<file path="src/rtl/fib_rec_seq.sv">
// Fibonacci recogniser: iterates F(k) one term per clock until F(k) >= operand, then pulses done with is_fib/fib_idx.
// Latency k_f+1 clocks after capture; start is ignored while busy, accepted in IDLE or DONE.
module fib_rec_seq #(
   parameter int WIDTH = 8,
   parameter int IDX_W = 6
) (
   input  logic             clk,
   input  logic             reset,
   input  logic             start,
   input  logic [WIDTH-1:0] n_in,
   output logic             busy,
   output logic             done,
   output logic             is_fib,
   output logic [IDX_W-1:0] fib_idx
);

   // Two bits of headroom keep a+b from wrapping while a <= n.
   localparam int AW = WIDTH + 2;

   typedef enum logic [1:0] {
      IDLE = 2'd0,
      RUN  = 2'd1,
      DONE = 2'd2
   } state_t;

   state_t           state;
   state_t           state_nxt;
   logic [WIDTH-1:0] n;
   logic [AW-1:0]    a;
   logic [AW-1:0]    b;
   logic [IDX_W-1:0] k;
   logic [AW-1:0]    n_ext;
   logic             accept;
   logic             hit;
   logic             over;

   assign n_ext = {2'b00, n};
   assign hit   = (a == n_ext);
   assign over  = (a > n_ext);

   always_comb begin
      state_nxt = state;
      accept    = 1'b0;
      case (state)
         IDLE: begin
            if (start) begin
               accept    = 1'b1;
               state_nxt = RUN;
            end
         end
         RUN: begin
            if (hit || over) begin
               state_nxt = DONE;
            end
         end
         DONE: begin
            if (start) begin
               accept    = 1'b1;
               state_nxt = RUN;
            end else begin
               state_nxt = IDLE;
            end
         end
         default: state_nxt = IDLE;
      endcase
   end

   always_ff @(posedge clk) begin
      if (reset) begin
         state   <= IDLE;
         busy    <= 1'b0;
         done    <= 1'b0;
         is_fib  <= 1'b0;
         fib_idx <= '0;
         n       <= '0;
         a       <= '0;
         b       <= AW'(1);
         k       <= '0;
      end else begin
         state <= state_nxt;
         busy  <= (state_nxt == RUN);
         done  <= (state_nxt == DONE);
         if (accept) begin
            n       <= n_in;
            a       <= '0;
            b       <= AW'(1);
            k       <= '0;
            is_fib  <= 1'b0;
            fib_idx <= '0;
         end else if (state == RUN) begin
            if (hit) begin
               is_fib  <= 1'b1;
               fib_idx <= k;
            end else if (over) begin
               is_fib  <= 1'b0;
               fib_idx <= '0;
            end else begin
               a <= b;
               b <= a + b;
               k <= k + IDX_W'(1);
            end
         end
      end
   end

endmodule
</file>
<file path="config.mk">
export PLATFORM = sky130hd
export DESIGN_NAME = fib_rec_seq
export DESIGN_NICKNAME = d
export VERILOG_FILES = /design/src/rtl/fib_rec_seq.sv
export SDC_FILE = /design/constraint.sdc
export NUM_CORES = 1
export LEC_CHECK = 0
export CAP_MARGIN = 40
export CELL_PAD_IN_SITES_DETAIL_PLACEMENT = 1
export CELL_PAD_IN_SITES_GLOBAL_PLACEMENT = 1
export CORE_MARGIN = 2
export CORE_UTILIZATION = 40
export DETAILED_ROUTE_END_ITERATION = 8
export PLACE_DENSITY_LB_ADDON = 0.1
export SYNTH_ARGS = -nofsm -noshare
export SYNTH_HDL_FRONTEND = slang
export SYNTH_SLANG_ARGS = --single-unit
</file>
<file path="constraint.sdc">
create_clock -name clk -period 5.96 [get_ports clk]
set_clock_uncertainty 0.05 [all_clocks]
set_input_delay 1.192 -clock clk [delete_from_list [all_inputs] [get_ports clk]]
set_output_delay 1.192 -clock clk [all_outputs]
set_load 0.02 [all_outputs]
</file>
**Word level (Yosys, flattened, before mapping)**

Index checks and enable logic that the tools add are counted.

- Register bits after elaboration: 45
- Latch bits: 0
- Memory bits (writable): 0
- ROM bits: 0
- Output and inout bits: 9
- Logic and storage cells: 36
- Memories: 0

- Add/subtract/negate cells: 2
- Multiply operators: 0
- Divide/modulo/power cells: 0
- Order comparisons: 1
- Equality and inequality tests: 5
- Shifts and indexed selects: 0
- Multiplexer cells: 10
- Bitwise operators: 2
- Reductions and logical operators: 7

Operator list:

| kind | count |
|---|---|
| 6-bit two-way mux | 2 |
| 10-bit adder | 1 |
| 10-bit by 8-bit equality test with 1-bit output | 1 |
| 10-bit by 8-bit greater-than comparator with 1-bit output | 1 |
| 6-bit by 1-bit adder with 6-bit output (second input constant) | 1 |
| 2-bit case mux with 3 select lines | 1 |
| 1-bit two-way mux | 5 |
| 2-bit by 1-bit equality test with 1-bit output (second input constant) | 2 |
| 2-bit equality test (second input constant) | 2 |
| 2-bit two-way mux | 2 |
| 2-bit OR reduction | 2 |
| 3-bit AND reduction | 1 |
| 2-bit logical NOT | 1 |
| 1-bit NOT | 2 |
| 2-bit AND reduction | 1 |
| 2-bit nonzero test | 1 |
| 1-bit logical OR | 1 |

**Depth between registers and ports, before layout**

Gate-level depths: netlist of the first run.

- Depth in word-level cells: 5
- Depth in mapped cells: 8
- Gate-level depth less buffers: 8

**Worst setup path before layout of the first run**

Ideal clock, no wire load.

- Path type: input -> register
- From: in start
- To: reg b[8]
- Arrival: 2.044 ns
- Setup slack: 3.791 ns
- Cell stages on the path: 5
- Buffers on the path: 1
- Cell sequence: nor2b_1 > nor2_1 > clkbuf_1 > nand2_1 > o22ai_1

- Word-level cells in the longest chain between the ends: 3

Ends and longest elaborated chain:

| item | line | text |
|---|---|---|
| from (decl) | 9 | `input logic start,` |
| 1-bit two-way mux | 46, 57 |  |
| 1-bit two-way mux | -- |  |
| 2-bit OR reduction (no source line) | -- |  |
| to (signal assigned) | 99 | `b <= a + b;` |
| to (decl) | 30 | `logic [AW-1:0] b;` |

No other way between the ends.
A chain may end at the register's enable or synchronous reset.

**Worst setup path in the final report of the first run**

- From: in reset
- To: reg fib_idx[5]

- Word-level cells in the longest chain between the ends: 1

Ends and longest elaborated chain:

| item | line | text |
|---|---|---|
| from (decl) | 8 | `input logic reset,` |
| 2-bit OR reduction (no source line) | -- |  |
| to (signal assigned) | 93 | `fib_idx <= k;` |
| to (decl) | 14 | `output logic [IDX_W-1:0] fib_idx` |

No other way between the ends.

==> impl_metrics.toml, run 1 <==
[clocking]
cts_htree_levels = 2
clkLatencyLatePin_ps = 290
clk_path_buf_depth = 2
cts_root_buf = "clkbuf_8"
cts_hold_buf = 0
cts_tree = "yes"
cts.reportedPaths.clkPinSlew_ps = 80
numCtsBuffers = 5
post_cts.repair.setup_buffers = 0
cts.repair.resized = 0
clock-sinks = 45

[critical_path]
reg2reg_depth = 7
worstPathRequired_ps = 6130
crit_fanout = 17
r2r_end = "b[8]$_SDFFE_PP0P_"
cp-startpoint = "reset"
reg2reg_from = "n[3]$_SDFFE_PP0P_"
crit_type = "input port to register"
worstSetupEndpointType = "register"
rrSetupSlack_ps = 3400
startpoint_type = "input port"
cp_data_arrival_time_ps = 3220

[sta]
tightest_slew_ps = 803
finalCritPeriodShare = 0.512
rsz0062_at_grt = "false"
setup_violations = 0
finalMaxSlewViolations = 0
fmax_mhz = 328
slew_headroom = 0.464
fin_setup_tns_ps = 0
hold_viol_final = 0
fin_crit_ps = 3050

[synthesis]
synth_edf_count = 0
synth.avg_cell_area_um2 = 8.46
async_flop_share = 0
syn_nets = 314
synth_cell_type_count = 45
netlist_area_um2 = 2400
syn_inst = 284
synth_ff_type = "dfxtp_1"
synth-seq-cells = 45
synth.yosys.warnings = 0
yosysSeqAreaShare = 0.375

[floorplanning]
start_util = 0.411
dieArea_um2 = 6640
pin_count = 20
die_w_um = 81.5
rows = 28
die-height_um = 81.5
core_area_um2 = 5850

[global_route]
antenna_found_initial = 0
overflow = 0
grt_pass1_vias = 2110
grt_usage = 0.203
grt_max_degree = 26
grt_pass1_wl_mm = 10.4

[pwr]
p_sw_mw = 0.164
seq_power_share = 0.525
leakage_nw = 1.02
peakVddDrop_mv = 0.102
power.density_nw_per_um2 = 219
switching_share = 0.273
p_clk_frac = 0.314
p_int_mw = 0.436
p_comb_frac = 0.161

[drt]
drcViolationCount = 0
via_per_inst = 5.45
wire_per_inst_um = 16.2
firstDrtPassIters = 2
final_antenna_net_count = 0
drt_iter0_markers = 48
finalWirelength_mm = 6.07
vias = 2042

[final_layout]
area_growth_pct = 14.1
antenna_cells = 0
fin_nets = 330
drive_gt1_frac = 0.0600
stdcell_count = 375

[worst_hold_path]
hold_depth = 2
hold_path.class = "register to register"
holdCritStartpoint = "n[2]$_SDFFE_PP0P_"
min_to = "n[2]$_SDFFE_PP0P_"

[placement]
dpl.hpwl_mm = 4.47
place_congestion = 0.760
placedCellCount = 368
io_buffer_count = 19

[outcome]
outcome = "finished clean"

[job]
maxCapViolations = 0
cells in the final DEF, fill, tap and decap left out, types with 9 or more instances in the layout:
cell type,n
dfxtp_1,45
nand2_1,40
a21oi_1,35
o21ai_0,24
nand3_1,20
clkdlybuf4s50_1,19
ha_1,18
inv_1,13
mux2i_1,9
sequential cells by signal, summed over array words and instances, names as in the netlist:
| register | cells |
|---|---|
| state | 2 |
| k | 6 |
| fib_idx | 6 |
| a | 10 |
| n | 8 |
| b | 10 |
| done | 1 |
| busy | 1 |
| is_fib | 1 |
cell type report:
| cell class | instances | area, um2 |
|---|---|---|
| Multi-Input combinational cell | 213 | 1390 |
| Fill cell | 689 | 3110 |
| Tap cell | 75 | 93.8 |
| Sequential cell | 45 | 901 |
| Clock buffer | 7 | 86.3 |
| Timing Repair Buffer | 22 | 220 |
| Inverter | 13 | 48.8 |
metrics by stage:
stage	hold WS, ps	util	power (mW)	setup slack (ps)	instance area, um2
floorplan	386	-	0.389	3790	2400
global placement	396	0.451	0.416	2290	2640
detailed placement	403	0.454	0.420	2590	2650
CTS	414	0.468	0.607	2910	2740
global route	433	0.468	0.631	2770	2740
finish	413	0.468	0.600	2910	2740
routing by layer:
metal,track usage,wire (um),up-vias
li1,-,-,1049
met1,0.271,2980,976
met2,0.344,2950,11
met3,0.0330,76,6
met4,0.0458,57,0
met5,0,0,-
kinds of logic (layout without fill, tap and decap cells):
| family | after synthesis | after routing | synth area share |
|---|---|---|---|
| xor gates and xnor gates | 6 | 6 | 0.0219 |
| DFF | 45 | 45 | 0.375 |
| muxes | 9 | 9 | 0.0375 |
| and+or+nand+nor | 92 | 92 | 0.186 |
| buffers and inverters | 26 | 42 | 0.0464 |
| adders and majority gates | 19 | 19 | 0.102 |
| AOI/OAI and AO/OA | 87 | 87 | 0.231 |
Yosys cell counts, drive strengths merged (6+ instances only):
master  number  area, um2
nand2b       6       37.5
dfxtp       45        901
nand2       41        156
ha          18        225
inv         13       48.8
o21ai       24        120
clkbuf       9       33.8
nand3       20        100
mux2i        9       90.1
nor2         6       22.5
a21oi       35        175
worst max-delay path: stages:
cell and delay, ps:
clkdlybuf4s50_1 710, nand2b_1 400, nor4_2 650, nand2_1 120, mux2i_1 140
worst max path at each step:
| stage | to | slack, ps | cells after the start |
|---|---|---|---|
| 4_1_cts | fib_idx[5]$_SDFFE_PP0P_ | 2910 | 5 |
| 3_3_place_gp | fib_idx[4]$_SDFFE_PP0P_ | 2290 | 5 |
| 2_1_floorplan | b[8]$_SDFFE_PP0P_ | 3790 | 5 |
| 5_1_grt | fib_idx[1]$_SDFFE_PP0P_ | 2770 | 5 |
| 6_report | fib_idx[5]$_SDFFE_PP0P_ | 2910 | 5 |
| 3_5_place_dp | fib_idx[5]$_SDFFE_PP0P_ | 2590 | 5 |
power groups by stage:
| stage | registers [mW] | clock network, mW | logic [mW] |
|---|---|---|---|
| CTS | 0.315 | 0.194 | 0.0975 |
| detailed placement | 0.323 | 0 | 0.0972 |
| global placement | 0.322 | 0 | 0.0938 |
| finish | 0.315 | 0.189 | 0.0967 |
| floorplan | 0.322 | 0 | 0.0665 |
| global route | 0.316 | 0.206 | 0.109 |
No activity file was read; power rests on OpenSTA's default activity.
==> run 2: changes to the inputs <==
--- a/config.mk
+++ b/config.mk
@@ -9,7 +9,7 @@
 export CELL_PAD_IN_SITES_DETAIL_PLACEMENT = 1
 export CELL_PAD_IN_SITES_GLOBAL_PLACEMENT = 1
 export CORE_MARGIN = 2
-export CORE_UTILIZATION = 40
+export CORE_UTILIZATION = 39
 export DETAILED_ROUTE_END_ITERATION = 8
 export PLACE_DENSITY_LB_ADDON = 0.1
 export SYNTH_ARGS = -nofsm -noshare
==> constraint.sdc (replaced) <==
create_clock -name clk -period 2.8 [get_ports clk]
set_clock_uncertainty 0.05 [all_clocks]
set_input_delay 0.56 -clock clk [delete_from_list [all_inputs] [get_ports clk]]
set_output_delay 0.56 -clock clk [all_outputs]
set_load 0.02 [all_outputs]
==> run 2 against run 1 <==
Effect of this change:
- sequential share of layout area fell by 0.71 points
- cell count grew 2.1%
- sequential power is 110% higher
- non-clock buffer count up 7
- total power up 120%
- worst hold slack got worse by 3.2 ps
- critical path depth up 3
- critical endpoint is now b[1]$_SDFFE_PP0P_
- highest routed layer unchanged
- setup slack got worse by 2500 ps
- die area grew 2.4%
==> impl_metrics.toml, run 2 (same netlist as run 1, synthesis figures left out) <==
[outcome]
outcome = "finished clean"

[sta]
finalCritPeriodShare = 0.852
rsz0062_at_grt = "false"
fmax_mhz = 419
fin_crit_ps = 2390
finalMaxSlewViolations = 0
tightest_slew_ps = 606
setup_violations = 0
fin_setup_tns_ps = 0
hold_viol_final = 0
slew_headroom = 0.595

[final_layout]
antenna_cells = 0
fin_nets = 337
fill_cells = 730
reg_top3 = "a (10), b (10), n (8)"
design_area_um2 = 2800
drive_gt1_frac = 0.0877
area_growth_pct = 16.6
final_common_cell = "dfxtp_1"
final_cell_mix = "dfxtp_1, nand2_1, a21oi_1"

[critical_path]
startpoint_type = "register"
crit_type = "register to register"
worstSetupEndpointType = "register"
crit_fanout = 11
cp_data_arrival_time_ps = 2550
worstPathRequired_ps = 2970

[clocking]
cts_htree_levels = 2
post_cts.repair.setup_buffers = 0
cts_hold_buf = 0
cts.repair.resized = 0
clk_path_buf_depth = 2
cts.reportedPaths.clkPinSlew_ps = 90
cts_tree = "yes"
clkLatencyLatePin_ps = 300
cts_root_buf = "clkbuf_8"
clock-sinks = 45
numCtsBuffers = 5

[drt]
final_antenna_net_count = 0
firstDrtPassIters = 4
drcViolationCount = 0
via_per_inst = 5.55
finalWirelength_mm = 6.31
vias = 2125
drt_iter0_markers = 75
wire_per_inst_um = 16.5

[global_route]
antenna_found_initial = 0
overflow = 0
grt_pass1_wl_mm = 10.7
grt_pass1_vias = 2206
grt_usage = 0.207
grt_max_degree = 26

[placement]
place_congestion = 0.772
io_buffer_count = 19
placed_area_um2 = 2700
dpl.hpwl_mm = 4.72

[pwr]
power.density_nw_per_um2 = 480
peakVddDrop_mv = 0.208
leakage_nw = 1.06
power_mw = 1.35

[floorplanning]
die_w_um = 82.5
core_area_um2 = 5920
die-height_um = 82.5
dieArea_um2 = 6800
rows = 28
start_util = 0.406
pin_count = 20

[worst_hold_path]
hold_path.class = "register to register"

[job]
maxCapViolations = 0
-- run 2: path summary, 6_finish.rpt --
path	from	to	slack, ps	cells after the start
max	n[3]$_SDFFE_PP0P_	b[1]$_SDFFE_PP0P_	410	8
min	n[2]$_SDFFE_PP0P_	n[2]$_SDFFE_PP0P_	410	2
max reg2reg	n[3]$_SDFFE_PP0P_	b[1]$_SDFFE_PP0P_	410	8
min reg2reg	n[2]$_SDFFE_PP0P_	n[2]$_SDFFE_PP0P_	410	2
-- run 2: worst max-delay path, stage by stage, from the launching register on --
cell and delay (ps):
dfxtp_1 360, inv_1 60, ha_1 320, a211oi_2 310, o2111ai_2 220, a211oi_4 450
buf_4 260, nor3_1 70, a211oi_1 200
-- run 2: layout make-up --
cell class | count | area [um2] | share of cell area
timing repair buffer | 29 | 265 | 0.0947
clock inverter | 1 | 5.00 | 0.00179
clock buffer | 7 | 96.3 | 0.0344
sequential | 45 | 901 | 0.322
inverter | 13 | 48.8 | 0.0174
tap | 75 | 93.8 | 0.0335
multi-input combinational | 213 | 1390 | 0.496
-- run 2: metrics by stage --
step | util | instances | hold slack (ps) | worst slack [ps]
floorplan | - | 284 | 386 | 804
global placement | 0.456 | 375 | 394 | 462
detailed placement | 0.456 | 375 | 400 | 480
CTS | 0.473 | 383 | 412 | 434
global route | 0.473 | 383 | 441 | 267
finish | 0.473 | 383 | 410 | 414
-- run 2: where the power goes --
group | total [mW] | switching, mW | internal (mW)
Sequential | 0.671 | 0.0129 | 0.658
Clock | 0.457 | 0.233 | 0.224
Combinational | 0.218 | 0.135 | 0.0824
Total | 1.35 | 0.381 | 0.964
-- run 2: metal layers --
metal | share of wire | up-vias | GRT usage
met5 | 0 | - | 0
met4 | 0.016 | 0 | 0.0567
met3 | 0.020 | 13 | 0.0359
met2 | 0.48 | 28 | 0.342
met1 | 0.49 | 1017 | 0.278
li1 | - | 1067 | -
==> run 3: changes to the inputs <==
--- a/config.mk
+++ b/config.mk
@@ -9,7 +9,7 @@
 export CELL_PAD_IN_SITES_DETAIL_PLACEMENT = 1
 export CELL_PAD_IN_SITES_GLOBAL_PLACEMENT = 1
 export CORE_MARGIN = 2
-export CORE_UTILIZATION = 39
+export CORE_UTILIZATION = 40
 export DETAILED_ROUTE_END_ITERATION = 8
 export PLACE_DENSITY_LB_ADDON = 0.1
 export SYNTH_ARGS = -nofsm -noshare
==> constraint.sdc (replaced) <==
create_clock -name clk -period 3 [get_ports clk]
set_clock_uncertainty 0.05 [all_clocks]
set_input_delay 0.6 -clock clk [delete_from_list [all_inputs] [get_ports clk]]
set_output_delay 0.6 -clock clk [all_outputs]
set_load 0.02 [all_outputs]
==> run 3 against run 2 <==
Effect of this change:
- non-clock buffer count down 1
- cell count down 0.52%
- first-iteration DRC count up 5.3%
- flip-flop and latch count unchanged
- die area down 2.4%
- cell area down 0.80%
- count of clock-buffer cells in the layout unchanged
- sequential power down 6.7%
==> impl_metrics.toml, run 3 (same netlist as run 1, synthesis figures left out) <==
[sta]
slew_headroom = 0.590
setup_violations = 0
finalCritPeriodShare = 0.785
finalMaxSlewViolations = 0
hold_viol_final = 0
fmax_mhz = 424
fin_setup_tns_ps = 0
tightest_slew_ps = 615
fin_crit_ps = 2360
rsz0062_at_grt = "false"

[worst_hold_path]
hold_path.class = "register to register"
hold_depth = 2

[drt]
met1Wirelength_mm = 3.11
drt_iter0_markers = 79
dr_wl_met3_um = 145
firstDrtPassIters = 4
wl_met2_mm = 3.08
wire_per_inst_um = 16.7
vias = 2144
finalWirelength_mm = 6.37
via_per_inst = 5.63
final_antenna_net_count = 0
drcViolationCount = 0
top_layer_used = "met4"

[clocking]
cts_tree = "yes"
clock-sinks = 45
cts_htree_levels = 2
post_cts.repair.setup_buffers = 0
clk_path_buf_depth = 2
cts_root_buf = "clkbuf_8"
clkLatencyLatePin_ps = 290
cts.repair.resized = 0
cts.reportedPaths.clkPinSlew_ps = 80
numCtsBuffers = 5
cts_hold_buf = 0

[pwr]
peakVddDrop_mv = 0.259
power_mw = 1.21
leakage_nw = 1.05
power.density_nw_per_um2 = 436

[floorplanning]
pin_count = 20
die-height_um = 81.5
core_area_um2 = 5850
die_w_um = 81.5
rows = 28
dieArea_um2 = 6640
start_util = 0.411

[placement]
placed_area_um2 = 2690
dpl.hpwl_mm = 4.67
io_buffer_count = 19
place_congestion = 0.749

[global_route]
grt_usage = 0.206
grt_pass1_vias = 2158
grt_pass1_wl_mm = 10.5
antenna_found_initial = 0
overflow = 0
grt_max_degree = 26

[final_layout]
design_area_um2 = 2780
final_util = 0.475
fin_nets = 336
reg_top3 = "a (10), b (10), n (8)"
seqCellArea_um2 = 901
drive_gt1_frac = 0.0784
multiInputGateArea_um2 = 1390
fill_cells = 704
final_common_cell = "dfxtp_1"
final_cell_mix = "dfxtp_1, nand2_1, a21oi_1"
antenna_cells = 0
area_growth_pct = 15.6

[critical_path]
cp_data_arrival_time_ps = 2530
reg2reg_depth = 7
crit_type = "register to register"
worstSetupEndpointType = "register"
crit_fanout = 25
worstPathRequired_ps = 3170
startpoint_type = "register"

[outcome]
outcome = "finished clean"

[job]
maxCapViolations = 0
[run 3: cell count changes in the layout (fill, tap and decap cells not counted), sizes merged]
cell    before  now
buf         10    9
clkinv       1    0
[run 3: power breakdown]
part,internal [mW],switching (mW)
combinational,0.0762,0.127
clock,0.183,0.201
sequential,0.614,0.0116
total,0.874,0.339
[run 3: routing by layer]
layer / up-vias / GRT usage
met3: 5 / 0.0308
met2: 21 / 0.343
li1: 1056 / -
met1: 1062 / 0.285
met5: - / 0
met4: 0 / 0.0407
[run 3: critical path: stages, from the launching register on]
cell	delay, ps
dfxtp_1	330
inv_1	50
ha_1	310
a211oi_2	330
o2111ai_2	230
a211o_4	490
a2111o_1	400
o21ai_0	70
[run 3: final timing paths]
check	startpoint	to	slack, ps
worst max-delay path	n[3]$_SDFFE_PP0P_	k[3]$_SDFFE_PP0P_	640
worst min-delay path	n[2]$_SDFFE_PP0P_	n[2]$_SDFFE_PP0P_	410
worst max register to register	n[3]$_SDFFE_PP0P_	k[3]$_SDFFE_PP0P_	640
worst min register to register	n[2]$_SDFFE_PP0P_	n[2]$_SDFFE_PP0P_	410
[run 3: area by class of cell]
type                       instances  share of cell area
multi-input combinational        213               0.500
sequential                        45               0.324
timing repair buffer              28              0.0928
tap                               75              0.0338
clock buffer                       7              0.0311
inverter                          13              0.0176
[run 3: metrics by stage]
stage / cells / hold slack [ps] / worst slack, ps
floorplan: 284 / 386 / 1000
global placement: 374 / 394 / 681
detailed placement: 374 / 399 / 623
CTS: 381 / 411 / 664
global route: 381 / 434 / 518
finish: 381 / 410 / 644
